--- config.mk ---
export PLATFORM = sky130hd
export DESIGN_NAME = countdown_controller
export DESIGN_NICKNAME = d
export VERILOG_FILES = /design/src/rtl/countdown_controller_pkg.sv /design/src/rtl/countdown_controller_tick_prescaler.sv /design/src/rtl/countdown_controller.sv
export SDC_FILE = /design/constraint.sdc
export NUM_CORES = 1
export LEC_CHECK = 0
export ABC_AREA = 1
export CORE_ASPECT_RATIO = 0.6
export CORE_UTILIZATION = 63
export CTS_CLUSTER_DIAMETER = 120
export DETAILED_ROUTE_END_ITERATION = 8
export PLACE_DENSITY = 0.85
export REMOVE_ABC_BUFFERS = 1
export SYNTH_ARGS = -nofsm -noshare
export SYNTH_HDL_FRONTEND = slang
export SYNTH_SLANG_ARGS = --single-unit
--- constraint.sdc ---
create_clock -name clk -period 3.5 [get_ports clk]
set_clock_uncertainty 0.05 [all_clocks]
set_input_delay 0.35 -clock clk [delete_from_list [all_inputs] [get_ports clk]]
set_output_delay 0.35 -clock clk [all_outputs]
set_load 0.02 [all_outputs]
--- src/rtl/countdown_controller_pkg.sv ---
// countdown_pkg: shared state encoding and constants for the countdown sequencer.
package countdown_pkg;

    typedef enum logic [2:0] {
        IDLE,
        LOAD,
        RUN,
        PAUSE,
        DONE
    } state_t;

    localparam int SYNC_STAGES  = 2;
    localparam int MIN_TICK_DIV = 2;

endpackage

--- src/rtl/countdown_controller_tick_prescaler.sv ---
// tick_prescaler: clock-enable generator, one-cycle tick every DIV enabled cycles.
module tick_prescaler #(
    parameter int DIV = 2
) (
    input  logic clk,
    input  logic rst,
    input  logic en,
    input  logic clr,
    output logic tick
);

    localparam int W = $clog2(DIV);

    logic [W-1:0] cnt_q, cnt_d;

    assign tick = en && cnt_q == W'(DIV - 1);

    // clr wins over en; a disabled prescaler holds its phase
    always_comb cnt_d = clr ? '0 : !en ? cnt_q : tick ? '0 : cnt_q + 1'b1;

    always_ff @(posedge clk or negedge rst) begin
        if (!rst) cnt_q <= '0;
        else      cnt_q <= cnt_d;
    end

endmodule

--- src/rtl/countdown_controller.sv ---
// countdown_controller: turns start/pause/clear keys into counter load/decrement strobes
// paced by a tick enable, and raises an alarm window when the count expires.
module countdown_controller
    import countdown_pkg::*;
#(
    parameter int WIDTH       = 6,
    parameter int TICK_DIV    = 50_000_000,
    parameter int ALARM_TICKS = 5
) (
    input  logic             clk,
    input  logic             rst,
    input  logic             start_btn,
    input  logic             pause_btn,
    input  logic             clear_btn,
    input  logic [WIDTH-1:0] preset,
    input  logic             cnt_zero,
    output logic             cnt_load,
    output logic             cnt_dec,
    output logic             running,
    output logic             paused,
    output logic             alarm
);

    localparam int DIV = TICK_DIV < MIN_TICK_DIV ? MIN_TICK_DIV : TICK_DIV;
    localparam int AW  = $clog2(ALARM_TICKS + 1);

    state_t                          state_q, state_d;
    logic   [AW-1:0]                 alarm_q, alarm_d;
    logic                            load_q, load_d, dec_q, dec_d;
    logic   [SYNC_STAGES-1:0][2:0]   sync_q;
    logic   [2:0]                    prev_q, ev;
    logic                            clear_ev, start_ev, pause_ev, tick, pre_en, pre_clr;
    logic                            unused_preset;

    // the counter itself consumes preset; the sequencer only strobes it
    assign unused_preset = ^preset;

    assign ev                             = sync_q[SYNC_STAGES-1] & ~prev_q;
    assign {clear_ev, start_ev, pause_ev} = ev;

    assign pre_en  = state_q == RUN || state_q == DONE;
    assign pre_clr = clear_ev || state_q == IDLE || state_q == LOAD;

    tick_prescaler #(.DIV(DIV)) u_prescaler (
        .clk  (clk),
        .rst  (rst),
        .en   (pre_en),
        .clr  (pre_clr),
        .tick (tick)
    );

    always_comb begin
        state_d = state_q;
        dec_d   = 1'b0;
        case (state_q)
            IDLE:  if (start_ev) state_d = LOAD;
            LOAD:  state_d = RUN;
            RUN: begin
                dec_d = tick && !cnt_zero;
                if (pause_ev && !start_ev) state_d = PAUSE;
                else if (tick && cnt_zero) state_d = DONE;
            end
            PAUSE: if (start_ev) state_d = RUN;
            DONE: begin
                if (start_ev) state_d = LOAD;
                else if (tick && alarm_q == AW'(ALARM_TICKS - 1)) state_d = IDLE;
            end
            default: state_d = IDLE;
        endcase
        if (clear_ev) begin
            state_d = IDLE;
            dec_d   = 1'b0;
        end
        load_d  = clear_ev || state_d == LOAD;
        // only ticks taken while staying in DONE count toward the alarm window
        alarm_d = (state_q == DONE && state_d == DONE) ? alarm_q + AW'(tick) : '0;
    end

    always_ff @(posedge clk or negedge rst) begin
        if (!rst) begin
            state_q <= IDLE;
            alarm_q <= '0;
            load_q  <= 1'b0;
            dec_q   <= 1'b0;
            sync_q  <= '0;
            prev_q  <= '0;
        end else begin
            state_q <= state_d;
            alarm_q <= alarm_d;
            load_q  <= load_d;
            dec_q   <= dec_d;
            sync_q  <= {sync_q[SYNC_STAGES-2:0], clear_btn, start_btn, pause_btn};
            prev_q  <= sync_q[SYNC_STAGES-1];
        end
    end

    assign cnt_load = load_q;
    assign cnt_dec  = dec_q;
    assign running  = state_q == RUN;
    assign paused   = state_q == PAUSE;
    assign alarm    = state_q == DONE;

endmodule
==> results.md, run 1 <==
- Root buffer cell: clkbuf_8
- Reg2reg start: u_prescaler.cnt_q[1]
- Cell Area, Synth: 2450 µm²
- Via count: 2053
- Post-layout util: between 70% and 80%
- Req. time, crit path: 3100 ps
- VDD IR max: 0.000294 V
- Endpoint type of the worst setup path: primary output
- Syn avg cell area: 7.92 µm²
- Input/output buffers: 10
- Post-DP Area: 2580 µm²
- DR vias/cell: roughly 5.5
- Die Area: 4150 µm²
- Met3 wire len: 416 µm
- FF-to-FF End: alarm_q[2]
- Clock-pin transition on the worst setup and hold timing paths: 80 ps
- Max Clk Rate: 0.458 GHz
- Vias in the first global route: 1911
- Final net count: 339
- Max_cap viols: 0
- Hold Path Class: primary input to async pin
- Slew of the pin with the lowest slew margin: 952 ps
- Kind of critical path: flop to primary output
- Largest net degree at the start of global routing: 44
- Crit. Startpoint: state_q[2]
- Dpl hpwl: 4.00 mm
- First-pass GRT wire length: 8.88 mm
- Post-route ant nets: 0
- Number of antenna violations at the first check in global routing: 0
- Pwr Total: between 1 and 1.5 mW
- Final Non-Filler Cells: 372
- Sum of buffers and inverters on the critical path: 2
- Starting density of the core: roughly two thirds
- Final wirelength: 5.28 mm
- Top Layer Used: met4
- RSZ-0062 raised after global routing: false
- R2r setup slk: 1480 ps
- Pre-CTS worst setup slack: 1520 ps
- Tcrit/Tclk final: 62.4%
- Pre-antenna DRT Iters: 5
- Hold buffer count at CTS: 0
- #FFs+latches synth: 43
- Status: complete, no violations
- Setup crit end: running
- Crit-path max cell delay: 620 ps
- Std cell rows: 17
- Residual DRC: 0
- Die Wd: between 80 and 90 µm
- Slowest stage cell on the critical path: clkdlybuf4s50_1
- Worst EP arrival: 1780 ps
- Setup Fix Bufs, Post-CTS: 0
- Clock Latency Late Sink: 310 ps
- Final setup fails: 0
- Io pins: 17
- Placed insts: 364
- GRT overflow: 0
- Worst Reg-to-Reg Cells: 9
- Rel. slew slack: 36.6%
- Layout filler cell count: 276
- Critical Path Start Type: flop
- Initial DRC count: 227
- Largest delay share family, worst path: buffers and inverters
- Area growth syn-to-layout: 9.30%
- Met2 WL: 2.14 mm
- Cells along the critical path: nor2_4 > nand2_4 > inv_1 > clkdlybuf4s50_1
- Synth warn: 0
- GPL Wtd Cong: slightly below 1
- # diodes: 0
- Crit-path max FO: 5
- Average wire per standard cell: 14.2 µm
- Tmin final: 2180 ps
- Post-CTS Resized: 0
- TritonCTS clock tree: done
- H-tree levels: 2
- Register area share after synthesis: 44.0%
- Final hold slack: between 100 and 150 ps
- Critical path depth in cells: 4
- Met1 WL: 2.62 mm
- Clock Path Buffers: 2
- LEAKAGE: roughly 1.1 nW
- GRT Total Usage: 30.4%
- Number of unique standard cell types used by synthesis: 34
- Core ar.: 3700 µm²
- Die Y: roughly 50 µm
- CTS Buf Count: 5
- Design area: 2680 µm²
- Setup TNS: 0 ps
- Mapped Cells: ~300
- Clock Sink Count: between 40 and 50
- Layout cell share with drive strength beyond 1: 12.6%
- Setup WS post-layout: 1320 ps
- Final hold viol count: 0
- Total power divided by cell area: 396 nW/µm²
- Max-slew violation count: 0
## cell families (layout without fill, tap and decap cells)
| logic type | after synthesis | after routing | share of synthesized area [%] |
|---|---|---|---|
| simple gates | 185 | 185 | 38.0 |
| buf+inv | 44 | 60 | 7.57 |
| flops | 43 | 43 | 44.0 |
| compound gates | 27 | 27 | 6.44 |
| xor+xnor | 7 | 7 | 2.51 |
| fa+ha+maj | 3 | 3 | 1.53 |
## worst min path at each step
stage / start / end / slack, ps
after CTS: rst / u_prescaler.cnt_q[13] / 160
after global placement: sync_q[1] / sync_q[4] / 280
final: rst / state_q[2] / 140
after global routing: rst / u_prescaler.cnt_q[13] / 230
after detailed placement: sync_q[1] / sync_q[4] / 290
after floorplan: rst / alarm_q[0] / 4
## state kept, by name, summed over array words and instances (netlist names)
register,count
cnt_dec,1
cnt_load,1
state_q,3
alarm_q,3
sync_q,6
u_prescaler.cnt_q,26
prev_q,3
## cell usage in the layout, fill, tap and decap left out, types with 2 or more instances in the layout
master and n:
nor2_4 6, and3_1 2, nand4_1 8, nand2_2 2, nand3_2 4, nand3_1 15
nor2_2 7, dfrtp_1 43, clkdlybuf4s50_1 9, ha_1 3, nor3_1 11, inv_1 38
o21ai_1 3, o21ai_0 7, a21oi_1 11, nand2_1 68, xnor2_1 2, nor2_1 51
xor2_1 5, nor3b_1 3, a31oi_1 2, clkbuf_8 6, nand2_4 3, inv_2 3
## cell usage after synthesis
library cell / number / share of area [%]
nand2_1: 68 / 10
nor2_1: 51 / 7.8
dfrtp_1: 43 / 44
inv_1: 38 / 5.8
nand3_1: 15 / 3.1
a21oi_1: 11 / 2.2
nor3_1: 11 / 2.2
nand4_1: 8 / 2.0
nor2_2: 7 / 1.8
o21ai_0: 7 / 1.4
nor2_4: 6 / 2.8
xor2_1: 5 / 1.8
nand3_2: 4 / 1.6
ha_1: 3 / 1.5
inv_2: 3 / 0.46
nand2_4: 3 / 1.4
nor3b_1: 3 / 0.92
o21ai_1: 3 / 0.61
a31oi_1: 2 / 0.51
and3_1: 2 / 0.51
nand2_2: 2 / 0.51
xnor2_1: 2 / 0.72
a21boi_0: 1 / 0.31
a21oi_4: 1 / 0.66
buf_6: 1 / 0.46
clkbuf_8: 1 / 0.56
inv_4: 1 / 0.26
nand2_8: 1 / 0.82
nand3_4: 1 / 0.72
nor2_8: 1 / 0.82
nor4_1: 1 / 0.26
o211ai_1: 1 / 0.31
o21ai_2: 1 / 0.36
or2_2: 1 / 0.26
## power breakdown
| part | leakage [nW] | switching [mW] | internal [mW] |
|---|---|---|---|
| combinational | 0.514 | 0.137 | 0.0553 |
| sequential | 0.576 | 0.0110 | 0.512 |
| clock | 0.0474 | 0.181 | 0.161 |
## layer usage
layer,global-route usage (%),up-vias
met5,0,-
met4,11.1,0
met3,7.45,14
met2,41.9,77
met1,45.7,950
li1,-,1012
## final cells by class
type	instances	area [µm²]	area share (%)
clock buffers	6	82.6	3.09
clock inverters	2	16.3	0.608
inverters	42	160	5.99
multi-input cells	222	1190	44.3
flip-flops and latches	43	1080	40.2
well taps	47	58.8	2.20
repair buffers	10	95.1	3.55
(Power assumes the default switching activity.)
==> inputs of run 2 (changes only) <==
- CORE_UTILIZATION: 63 -> 53
- PLACE_DENSITY: 0.85 -> 0.76
- clock period: 3.5 -> 1.9 ns (I/O delays scaled with it)
==> run 2 against run 1 <==
Effect of this change:
- register-to-register slack worse by 1400 ps
- clock power is 120% higher
- flip-flop and latch count stayed put
- global-route usage is 4.8 points lower
- final cell count is 7.8% higher
- clock-buffer cell count is 1 lower
- hold slack better by 130 ps
- worst setup slack worse by 1200 ps
- power is 98% higher
- largest power group unchanged
==> results.md, run 2 (synthesized netlist as in run 1, its figures left out) <==
- Tmin final: 1790 ps
- Reg2reg start: u_prescaler.cnt_q[1]
- RSZ-0062 raised after global routing: false
- Largest net degree at the start of global routing: 29 (-34%)
- VDD IR max: 0.000458 V (+56%)
- Met2 WL: 2.29 mm (+6.8%)
- TritonCTS clock tree: done
- Initial DRC count: 211 (-7.0%)
- Max_cap viols: 0 (unchanged)
- Kind of critical path: flop to flop
- Starting density of the core: 57.5% (-8.6 points)
- Commonest non-fill, non-tap cell in the layout: nand2_1
- Io pins: 17 (unchanged)
- Max Clk Rate: 0.558 GHz
- Die Wd: 89.7 µm (+8.8%)
- H-tree levels: 2 (unchanged)
- Setup TNS: 0 ps (unchanged)
- Pre-antenna DRT Iters: 5 (unchanged)
- Max-slew violation count: 0 (unchanged)
- DR vias/cell: 5.25 (-4.9%)
- Setup WS post-layout: 107 ps (-1210 ps)
- FF-to-FF End: alarm_q[2]
- Post-layout util: 66.6% (-5.7 points)
- # diodes: 0 (unchanged)
- Clock Path Buffers: 2 (unchanged)
- Largest Register: u_prescaler.cnt_q
- Worst EP arrival: 1940 ps (+160 ps)
- Largest regs: u_prescaler.cnt_q x26, sync_q x6
- Setup crit end: alarm_q[2]
- CTS Buf Count: 5 (unchanged)
- Input/output buffers: 10 (unchanged)
- Post-route ant nets: 0 (unchanged)
- LEAKAGE: 1.25 nW (+10%)
- Crit-path max FO: 5 (unchanged)
- Vias in the first global route: 1905 (-0.31%)
- R2r setup slk: 110 ps (-1370 ps)
- GRT Total Usage: 25.5% (-4.8 points)
- Number of antenna violations at the first check in global routing: 0 (unchanged)
- Clock Latency Late Sink: 310 ps (about the same)
- Core ar.: 4260 µm² (+15%)
- Req. time, crit path: 2050 ps (-1050 ps)
- Slew of the pin with the lowest slew margin: 628 ps (-324 ps)
- Final hold viol count: 0 (unchanged)
- Residual DRC: 0 (unchanged)
- Area growth syn-to-layout: 15.8%
- Commonest cells after routing, fill and taps aside: nand2_1 (68), nor2_1 (50), dfrtp_1 (43)
- GPL Wtd Cong: 0.948 (-3.7%)
- Die Area: 4900 µm² (+18%)
- First-pass GRT wire length: 9.25 mm (+4.2%)
- Critical Path Start Type: flop
- Pre-CTS worst setup slack: 82.4 ps (-1440 ps)
- Rel. slew slack: 58.2% (+22 points)
- Endpoint type of the worst setup path: flop
- Met3 wire len: 409 µm (-1.7%)
- Dpl hpwl: 4.32 mm (+8.2%)
- Final wirelength: 5.67 mm (+7.5%)
- Top Layer Used: met4
- Via count: 2105 (+2.5%)
- Crit. Startpoint: u_prescaler.cnt_q[1]
- Total power divided by cell area: 741 nW/µm² (+87%)
- Setup Fix Bufs, Post-CTS: 0 (unchanged)
- Number of flip-flops in the largest register: 26 (unchanged)
- Worst Reg-to-Reg Cells: 9 (unchanged)
- Met1 WL: 2.91 mm (+11%)
- Final net count: 355 (+4.7%)
- Average wire per standard cell: 14.1 µm (-0.25%)
- Tcrit/Tclk final: 94.4%
- Final setup fails: 0 (unchanged)
- GRT overflow: 0 (unchanged)
- Clock Sink Count: 43 (unchanged)
- Layout cell share with drive strength beyond 1: 17.0% (+4.4 points)
- Status: complete, no violations
- Std cell rows: 18 (+1)
- Die Y: 54.6 µm (+8.7%)
- Hold Path Class: primary input to flop
- Root buffer cell: clkbuf_8
- Clock-pin transition on the worst setup and hold timing paths: 90 ps (about the same)
- Layout filler cell count: 355 (+29%)
run 2: worst max-delay path, stage by stage (launching register included):
cell and delay [ps]:
dfrtp_1 380, ha_1 170, nand3_1 130, inv_2 120, nand3_2 130, nor2_8 190, ha_1 170, ha_1 150
xnor2_1 120, nor2_1 70
run 2: area by class of cell:
cell class	count	area (µm²)	area share, %
multi-input combinational	222	1190	41.9
sequential	43	1080	38.0
timing repair buffer	26	218	7.68
inverter	42	160	5.65
tap	60	75.1	2.65
clock buffer	5	68.8	2.43
clock inverter	3	47.5	1.68
run 2: per-stage QoR:
step	cells	total power [mW]	instance area (µm²)	hold WS, ps
floorplan	307	1.22	2420	-156
global placement	392	1.36	2710	196
detailed placement	392	1.37	2710	197
CTS	401	2.11	2830	259
global route	401	2.19	2830	265
finish	401	2.10	2830	263
run 2: power by group:
| group | switching (mW) | internal, mW |
|---|---|---|
| logic | 0.266 | 0.125 |
| clock network | 0.346 | 0.398 |
| registers | 0.0216 | 0.943 |
| total | 0.633 | 1.47 |
run 2: what timing repair did:
action / in CTS / in global routing
hold endpoints to repair: 26 / 0
pin swaps: 0 / 1
hold buffers: 1 / 0
resized for setup: 2 / 3
endpoints found under the setup margin: 2 / 3
run 2: how the worst min path moves through the flow:
| stage | start | to | slack (ps) | cells past startpoint |
|---|---|---|---|---|
| final | pause_btn | sync_q[0] | 260 | 1 |
| after global routing | pause_btn | sync_q[0] | 260 | 1 |
| after CTS | pause_btn | sync_q[0] | 260 | 1 |
| after detailed placement | rst | cnt_dec | 200 | 1 |
| after global placement | rst | alarm_q[2] | 200 | 1 |
| after floorplan | rst | alarm_q[0] | -160 | 0 |
run 2: metal layers:
metal  global-route usage, %  vias to the layer above
met1                    37.9                      975
met3                    5.00                        8
li1                        -                     1049
met2                    37.6                       73
met5                       0                        -
met4                    8.20                        0
==> inputs of run 3 (changes only) <==
- CAP_MARGIN: not set -> 20
==> results of run 3 <==
Same layout as run 2: the final DEF is identical, and so are final timing and power.
